**src/rtl/memory_arbiter.sv**
```systemverilog
// memory_arbiter: single-port RAM arbiter between instruction fetch and data access.
// Optional starvation guard for fetches: define MEMARB_STARVE_GUARD_EN.
module memory_arbiter (
    input  logic        CLK,
    input  logic        RST,
    input  logic        iREN,
    input  logic [31:0] iaddr,
    output logic [31:0] iload,
    output logic        ihit,
    input  logic        dREN,
    input  logic        dWEN,
    input  logic [31:0] daddr,
    input  logic [31:0] dstore,
    output logic [31:0] dload,
    output logic        dhit,
    output logic        ramREN,
    output logic        ramWEN,
    output logic [31:0] ramaddr,
    output logic [31:0] ramstore,
    input  logic [31:0] ramload,
    input  logic [1:0]  ramstate,
    output logic        memerr
);

    typedef enum logic [1:0] {
        IDLE = 2'd0,
        IGNT = 2'd1,
        DGNT = 2'd2
    } state_t;

    localparam logic [1:0] RAM_ACCESS = 2'd2;
    localparam logic [1:0] RAM_ERROR  = 2'd3;

    state_t r_state;

    logic w_dreq;
    logic w_access;
    logic w_error;
    logic w_force_i;
    logic w_grant_d;

    assign w_dreq   = dREN | dWEN;
    assign w_access = (ramstate == RAM_ACCESS);
    assign w_error  = (ramstate == RAM_ERROR);

`ifdef MEMARB_STARVE_GUARD_EN
    logic [1:0] r_starve;

    // A fetch passed over three data grants in a row wins the next tie.
    assign w_force_i = (r_starve == 2'd3) & iREN;
`else
    assign w_force_i = 1'b0;
`endif

    assign w_grant_d = w_dreq & ~w_force_i;

    // Grant state: arbitrate in IDLE, hold while RAM is FREE/BUSY.
    always_ff @(posedge CLK or posedge RST) begin
        if (RST) begin
            r_state <= IDLE;
        end else begin
            unique case (r_state)
                IDLE: begin
                    if (w_grant_d)
                        r_state <= DGNT;
                    else if (iREN)
                        r_state <= IGNT;
                end
                IGNT: begin
                    if (!iREN || w_access || w_error)
                        r_state <= IDLE;
                end
                DGNT: begin
                    if (!w_dreq || w_access || w_error)
                        r_state <= IDLE;
                end
                default: r_state <= IDLE;
            endcase
        end
    end

`ifdef MEMARB_STARVE_GUARD_EN
    // Count consecutive data grants taken while a fetch was waiting.
    always_ff @(posedge CLK or posedge RST) begin
        if (RST) begin
            r_starve <= 2'd0;
        end else if (r_state == IDLE) begin
            if (w_grant_d) begin
                if (!iREN)
                    r_starve <= 2'd0;
                else if (r_starve != 2'd3)
                    r_starve <= r_starve + 2'd1;
            end else if (iREN) begin
                r_starve <= 2'd0;
            end
        end
    end
`endif

    // RAM request and completion outputs follow the grant combinationally.
    always_comb begin
        ramREN   = 1'b0;
        ramWEN   = 1'b0;
        ramaddr  = 32'd0;
        ramstore = 32'd0;
        iload    = 32'd0;
        dload    = 32'd0;
        ihit     = 1'b0;
        dhit     = 1'b0;
        memerr   = 1'b0;
        unique case (r_state)
            IGNT: begin
                ramREN  = iREN;
                ramaddr = iaddr;
                if (iREN && w_access) begin
                    ihit  = 1'b1;
                    iload = ramload;
                end
                if (iREN && w_error)
                    memerr = 1'b1;
            end
            DGNT: begin
                ramaddr  = daddr;
                ramstore = dstore;
                ramWEN   = dWEN;
                ramREN   = dREN & ~dWEN;
                if (w_dreq && w_access) begin
                    dhit  = 1'b1;
                    dload = ramload;
                end
                if (w_dreq && w_error)
                    memerr = 1'b1;
            end
            default: ;
        endcase
        if (RST) begin
            ramREN   = 1'b0;
            ramWEN   = 1'b0;
            ramaddr  = 32'd0;
            ramstore = 32'd0;
            iload    = 32'd0;
            dload    = 32'd0;
            ihit     = 1'b0;
            dhit     = 1'b0;
            memerr   = 1'b0;
        end
    end

endmodule
```
**config.mk**
```make
export PLATFORM = sky130hd
export DESIGN_NAME = memory_arbiter
export DESIGN_NICKNAME = d
export VERILOG_FILES = /design/src/rtl/memory_arbiter.sv
export SDC_FILE = /design/constraint.sdc
export NUM_CORES = 1
export LEC_CHECK = 0
export ABC_AREA = 1
export CORE_AREA = 2 2 103 105
export DETAILED_ROUTE_END_ITERATION = 7
export DIE_AREA = 0 0 105 107
export PLACE_DENSITY = 0.64
export RECOVER_POWER = 100
export SETUP_SLACK_MARGIN = 0.1
export SYNTH_ARGS = -nofsm -noshare
export SYNTH_HDL_FRONTEND = slang
export SYNTH_SLANG_ARGS = --single-unit
```
**constraint.sdc**
```tcl
create_clock -name CLK -period 3.8 [get_ports CLK]
set_input_delay 1.14 -clock CLK [delete_from_list [all_inputs] [get_ports CLK]]
set_output_delay 1.14 -clock CLK [all_outputs]
set_load 0.01 [all_outputs]
```
; ---- Yosys cells after proc, flatten, opt, wreduce, memory -nomap -nowiden
; Index checks and enable logic that the tools add are counted.
; Widths: inputs -> output; s select.
[totals]
ff_bits = 2
in_bits = 135
out_inout_bits = 133
elab_cells = 52
[op_classes]
eq_ne = 7
n_mux = 29
bitwise_logic = 3
reduce_logical = 12
[ops]
columns = operator, n
row1 = $mux 32, 9
row2 = $pmux 32 s2, 1
row3 = $mux 1, 12
row4 = $mux 2, 4
row5 = $eq 2x2->1 const B, 3
row6 = $pmux 2 s3, 1
row7 = $logic_and 1x1->1, 4
row8 = $logic_or 1x1->1, 4
row9 = $ne 2x2->1 const B, 2
row10 = $pmux 1 s2, 2
row11 = $ne 3x3->1 const B, 1
row12 = $reduce_and 3->1, 1
row13 = $eq 2x1->1 const B, 1
row14 = $logic_not 1->1, 2
row15 = $logic_not 2->1, 1
row16 = $and 1x1->1, 1
row17 = $not 1->1, 1
row18 = $or 1x1->1, 1

; ---- Logic depth before layout (Yosys ltp)
[logic_depth]
word_depth = 6
mapped_depth = 9
mapped_depth_nobuf = 8

; ---- Least setup slack after synthesis
; OpenSTA, ideal clock, no wires.
[synth_timing]
kind = input to output
startpoint = input RST
endpoint = output ramaddr[10]
arrival_time_ps = 1926
required_time_ps = 2660
path_slack_ps = 734
stages = 5
cell_sequence = buf_2 -> inv_2 -> nand2_1 -> buf_2 -> a21oi_1
[synth_between]
elab_chain_len = 1
[synth_lines]
columns = item, line_no
row1 = "start, declared", 5  ; input logic RST,
row2 = $mux 32, 136  ; if (RST) begin
row3 = "end, declared", 18  ; output logic [31:0] ramaddr,
; No other way between the ends.

; ---- Final worst setup path
[layout_timing]
startpoint = input ramstate[1]
endpoint = output dload[24]
[layout_between]
elab_chain_len = 5
[layout_lines]
columns = item, line_no
row1 = "start, declared", 21  ; input logic [1:0] ramstate,
row2 = $eq 2x2->1, 43  ; assign w_access = (ramstate == RAM_ACCESS);
row3 = $logic_and 1x1->1, 127  ; if (w_dreq && w_access) begin
row4 = $mux 32, 127
row5 = $mux 32, 111  ; unique case (r_state)
row6 = $mux 32, 136
row7 = "end, declared", 14  ; output logic [31:0] dload,
; No other way between the ends.

==> impl_results.html <==
<table>
<tr><th>Metric</th><th>Value</th></tr>
<tr><th colspan="2">Status</th></tr>
<tr><td>Outcome</td><td>completed</td></tr>
<tr><th colspan="2">Timing</th></tr>
<tr><td>Final setup TNS</td><td>0 ns</td></tr>
<tr><td>Final-report max-slew violation count</td><td>0</td></tr>
<tr><td>Final hold violation count</td><td>0</td></tr>
<tr><td>Unrepaired setup endpoints after global routing</td><td>yes</td></tr>
<tr><td>Post-Route Skew</td><td>0.00148 ns</td></tr>
<tr><td>Slew Limit Headroom</td><td>0.767</td></tr>
<tr><td>Transition at the pin with the smallest max-transition slack</td><td>0.350 ns</td></tr>
<tr><td>Setup violations, final</td><td>0</td></tr>
<tr><td>Worst hold slack across all endpoints</td><td>0.517 ns</td></tr>
<tr><td>Post-layout min period</td><td>3.69 ns</td></tr>
<tr><td>Final critical-path share of the clock period</td><td>0.970</td></tr>
<tr><td>Maximum frequency from static timing analysis</td><td>271 MHz</td></tr>
<tr><th colspan="2">Drt</th></tr>
<tr><td>DR DRC count</td><td>0</td></tr>
<tr><td>Via count</td><td>2965</td></tr>
<tr><td>Number of routed nets with antenna violations</td><td>0</td></tr>
<tr><td>Detailed-route wire length per cell</td><td>12.8 um</td></tr>
<tr><td>Initial drt markers</td><td>112</td></tr>
<tr><td>Mean number of vias per cell</td><td>4.05</td></tr>
<tr><td>Total detailed-routing wirelength</td><td>9.41 mm</td></tr>
<tr><td>Pre-antenna DRT Iters</td><td>4</td></tr>
<tr><th colspan="2">Clocking</th></tr>
<tr><td>Clock edge transition at the registers on the reported setup and hold paths</td><td>0.03 ns</td></tr>
<tr><td>Sink count of the clock tree</td><td>2</td></tr>
<tr><td>Clock tree from TritonCTS</td><td>yes</td></tr>
<tr><td>CTS buffer count</td><td>3</td></tr>
<tr><td>Clock Tree Root</td><td>clkbuf_8</td></tr>
<tr><td>Clock Tree Buf Depth</td><td>2</td></tr>
<tr><td>Post-CTS Hold Fix Bufs</td><td>0</td></tr>
<tr><td>Clk_lat worst skew</td><td>0.21 ns</td></tr>
<tr><td>H-tree depth reported by CTS</td><td>1</td></tr>
<tr><th colspan="2">Critical path</th></tr>
<tr><td>Startpoint type of the worst setup path</td><td>primary input</td></tr>
<tr><td>Endpoint class of the critical path</td><td>primary output</td></tr>
<tr><td>Critical Path Most Common Cell</td><td>inv_1</td></tr>
<tr><td>Worst path cell trace</td><td>dlygate4sd2_1, inv_1, or2_1, inv_1, nand4_4, buf_6, buf_12, buf_16, nor2_2, clkbuf_1</td></tr>
<tr><td>Largest fanout on the critical path</td><td>8</td></tr>
<tr><td>Worst setup path class</td><td>primary input to primary output</td></tr>
<tr><td>Largest stage delay on the critical path</td><td>0.22 ns</td></tr>
<tr><td>Crit path DAT</td><td>2.55 ns</td></tr>
<tr><td>Worst EP required</td><td>2.66 ns</td></tr>
<tr><td>Highest-delay cell along the critical path</td><td>or2_1</td></tr>
<tr><th colspan="2">GRT</th></tr>
<tr><td>Vias in the first global route</td><td>2824</td></tr>
<tr><td>Number of antenna violations at the first check in global routing</td><td>0</td></tr>
<tr><td>Largest net degree at the start of global routing</td><td>36</td></tr>
<tr><td>Total grt overflow</td><td>0</td></tr>
<tr><td>Total global routing track utilization</td><td>0.148</td></tr>
<tr><td>First-pass GRT wire length</td><td>13.5 mm</td></tr>
<tr><th colspan="2">Power and ir drop</th></tr>
<tr><td>Peak VDD IR</td><td>0.000100 V</td></tr>
<tr><td>Reported leakage power</td><td>2.19 nW</td></tr>
<tr><td>Total power divided by cell area</td><td>220 nW/um^2</td></tr>
<tr><th colspan="2">Placement</th></tr>
<tr><td>Number of port buffers</td><td>267</td></tr>
<tr><td>Detailed-placement wirelength estimate</td><td>7.13 mm</td></tr>
<tr><td>Placed insts</td><td>714</td></tr>
<tr><td>GPL Wtd Cong</td><td>0.795</td></tr>
<tr><th colspan="2">Layout</th></tr>
<tr><td>Share of post-route cells with drive strength above 1</td><td>0.134</td></tr>
<tr><td>Final net count</td><td>738</td></tr>
<tr><td>Final antenna diode count</td><td>0</td></tr>
<tr><td>Final non-filler cell total</td><td>733</td></tr>
<tr><td>Register with the most flip-flops</td><td>r_state</td></tr>
<tr><td>Top library cells by usage in the layout, fill and taps aside</td><td>clkdlybuf4s50_1 (131), nand2_1 (108), nor2_1 (87), dlygate4sd3_1 (55), inv_1 (42)</td></tr>
<tr><td>Largest registers in the final layout</td><td>r_state x2</td></tr>
<tr><td>Most frequent standard cell in the layout excluding fill and tap cells</td><td>clkdlybuf4s50_1</td></tr>
<tr><td>Number of flip-flops under the largest register name</td><td>2</td></tr>
<tr><td>Area growth syn-to-layout</td><td>201%</td></tr>
<tr><th colspan="2">Logic synthesis</th></tr>
<tr><td>Top area cells in the synthesized netlist</td><td>nand2_1 (29%), nor2_1 (26%), a21oi_1 (12%)</td></tr>
<tr><td>Post-synthesis sequential element count</td><td>2</td></tr>
<tr><td>Post-synth cell types</td><td>15</td></tr>
<tr><td>Synth Instances</td><td>323</td></tr>
<tr><td>Area of the mapped netlist</td><td>1430 um^2</td></tr>
<tr><td>Post-Syn Nets</td><td>462</td></tr>
<tr><td>Yosys top cell area share</td><td>0.286</td></tr>
<tr><td>Synthesis warning total</td><td>0</td></tr>
<tr><td>Mean cell area of the mapped netlist</td><td>4.44 um^2</td></tr>
<tr><td>Share of synthesized area occupied by flip-flops and latches</td><td>0.0349</td></tr>
<tr><td>Cell accounting for the most synthesized area</td><td>nand2_1</td></tr>
<tr><th colspan="2">Hold path</th></tr>
<tr><td>Min-Delay Path Class</td><td>flop to flop</td></tr>
<tr><th colspan="2">Floorplan</th></tr>
<tr><td>Overall die area</td><td>11200 um^2</td></tr>
<tr><td>Standard cell core area</td><td>10100 um^2</td></tr>
<tr><td>Chip width</td><td>105 um</td></tr>
<tr><td>Boundary pin count</td><td>268</td></tr>
<tr><td>Standard-cell rows</td><td>37</td></tr>
<tr><td>Initial core utilization</td><td>0.142</td></tr>
<tr><td>Die height</td><td>107 um</td></tr>
<tr><th colspan="2">Run</th></tr>
<tr><td>Number of maximum-capacitance constraint violations</td><td>0</td></tr>
</table>
## path summary, 6_finish.rpt
check                       startpoint  slack (ns)         end  cells past startpoint
hold reg to reg             r_state[0]        0.52  r_state[0]                      2
min in group asynchronous          RST        0.97  r_state[1]                      2
setup reg to reg            r_state[1]        2.20  r_state[1]                     10
max in group asynchronous          RST        2.63  r_state[0]                      3
hold / removal              r_state[0]        0.52  r_state[0]                      2
setup / recovery           ramstate[1]        0.11   dload[24]                     10
## cell usage after synthesis, drive strengths merged
master	instances
nor3	1
dfrtp	2
ha	4
nand3	3
inv	43
a21oi	34
buf	15
o21ai	1
or2	1
clkbuf	9
nand2	109
nand4	2
nor2	99
## power breakdown
part	total [mW]	switching [mW]	internal [mW]
logic	0.828	0.430	0.398
registers	0.0366	0.00827	0.0283
clock network	0.0855	0.0183	0.0672
total	0.950	0.456	0.493
## critical path, delay by kind of cell
kind | cells | cell delay [ns]
buffers and inverters | 7 | 0.98
and+or+nand+nor | 3 | 0.43
## layout make-up
| class | instances | area, um^2 |
|---|---|---|
| inverters | 43 | 164 |
| flip-flops and latches | 2 | 50.0 |
| repair buffers | 295 | 2780 |
| well taps | 136 | 170 |
| multi-input cells | 254 | 1110 |
| fillers | 1119 | 5770 |
| clock buffers | 3 | 41.3 |
## cell families (layout without fill, tap and decap cells)
logic type	count (synthesis)	count (layout)	synth area share
adders and majority gates	4	4	0.0349
AOI/OAI and AO/OA	35	35	0.122
DFF	2	2	0.0349
and+or+nand+nor	215	215	0.593
buffers and inverters	67	341	0.215
## timing repair
action	4_1_cts	5_1_grt
pin swaps	3	2
setup endpoints to repair	133	70
endpoints found under the hold margin	0	0
cloned	7	0
resized for setup	181	60
setup buffers	9	0
## through the flow
step	cell area, um^2	setup WS (ns)	util	total power [mW]
2_1_floorplan	1430	0.734	-	0.443
3_3_place_gp	4260	-0.273	0.422	0.889
3_5_place_dp	4260	-0.294	0.422	0.903
4_1_cts	4570	0.0408	0.453	1.02
5_1_grt	4320	0.0469	0.428	1.04
6_report	4320	0.113	0.428	0.950
## layer usage
metal  vias up  GRT usage  routed length (um)
li1       1501          -                   -
met5         -          0                   0
met2       148      0.299                5050
met1      1308      0.143                3440
met3         8     0.0480                 812
met4         0     0.0371                 113
No activity file was read; power rests on OpenSTA's default activity.
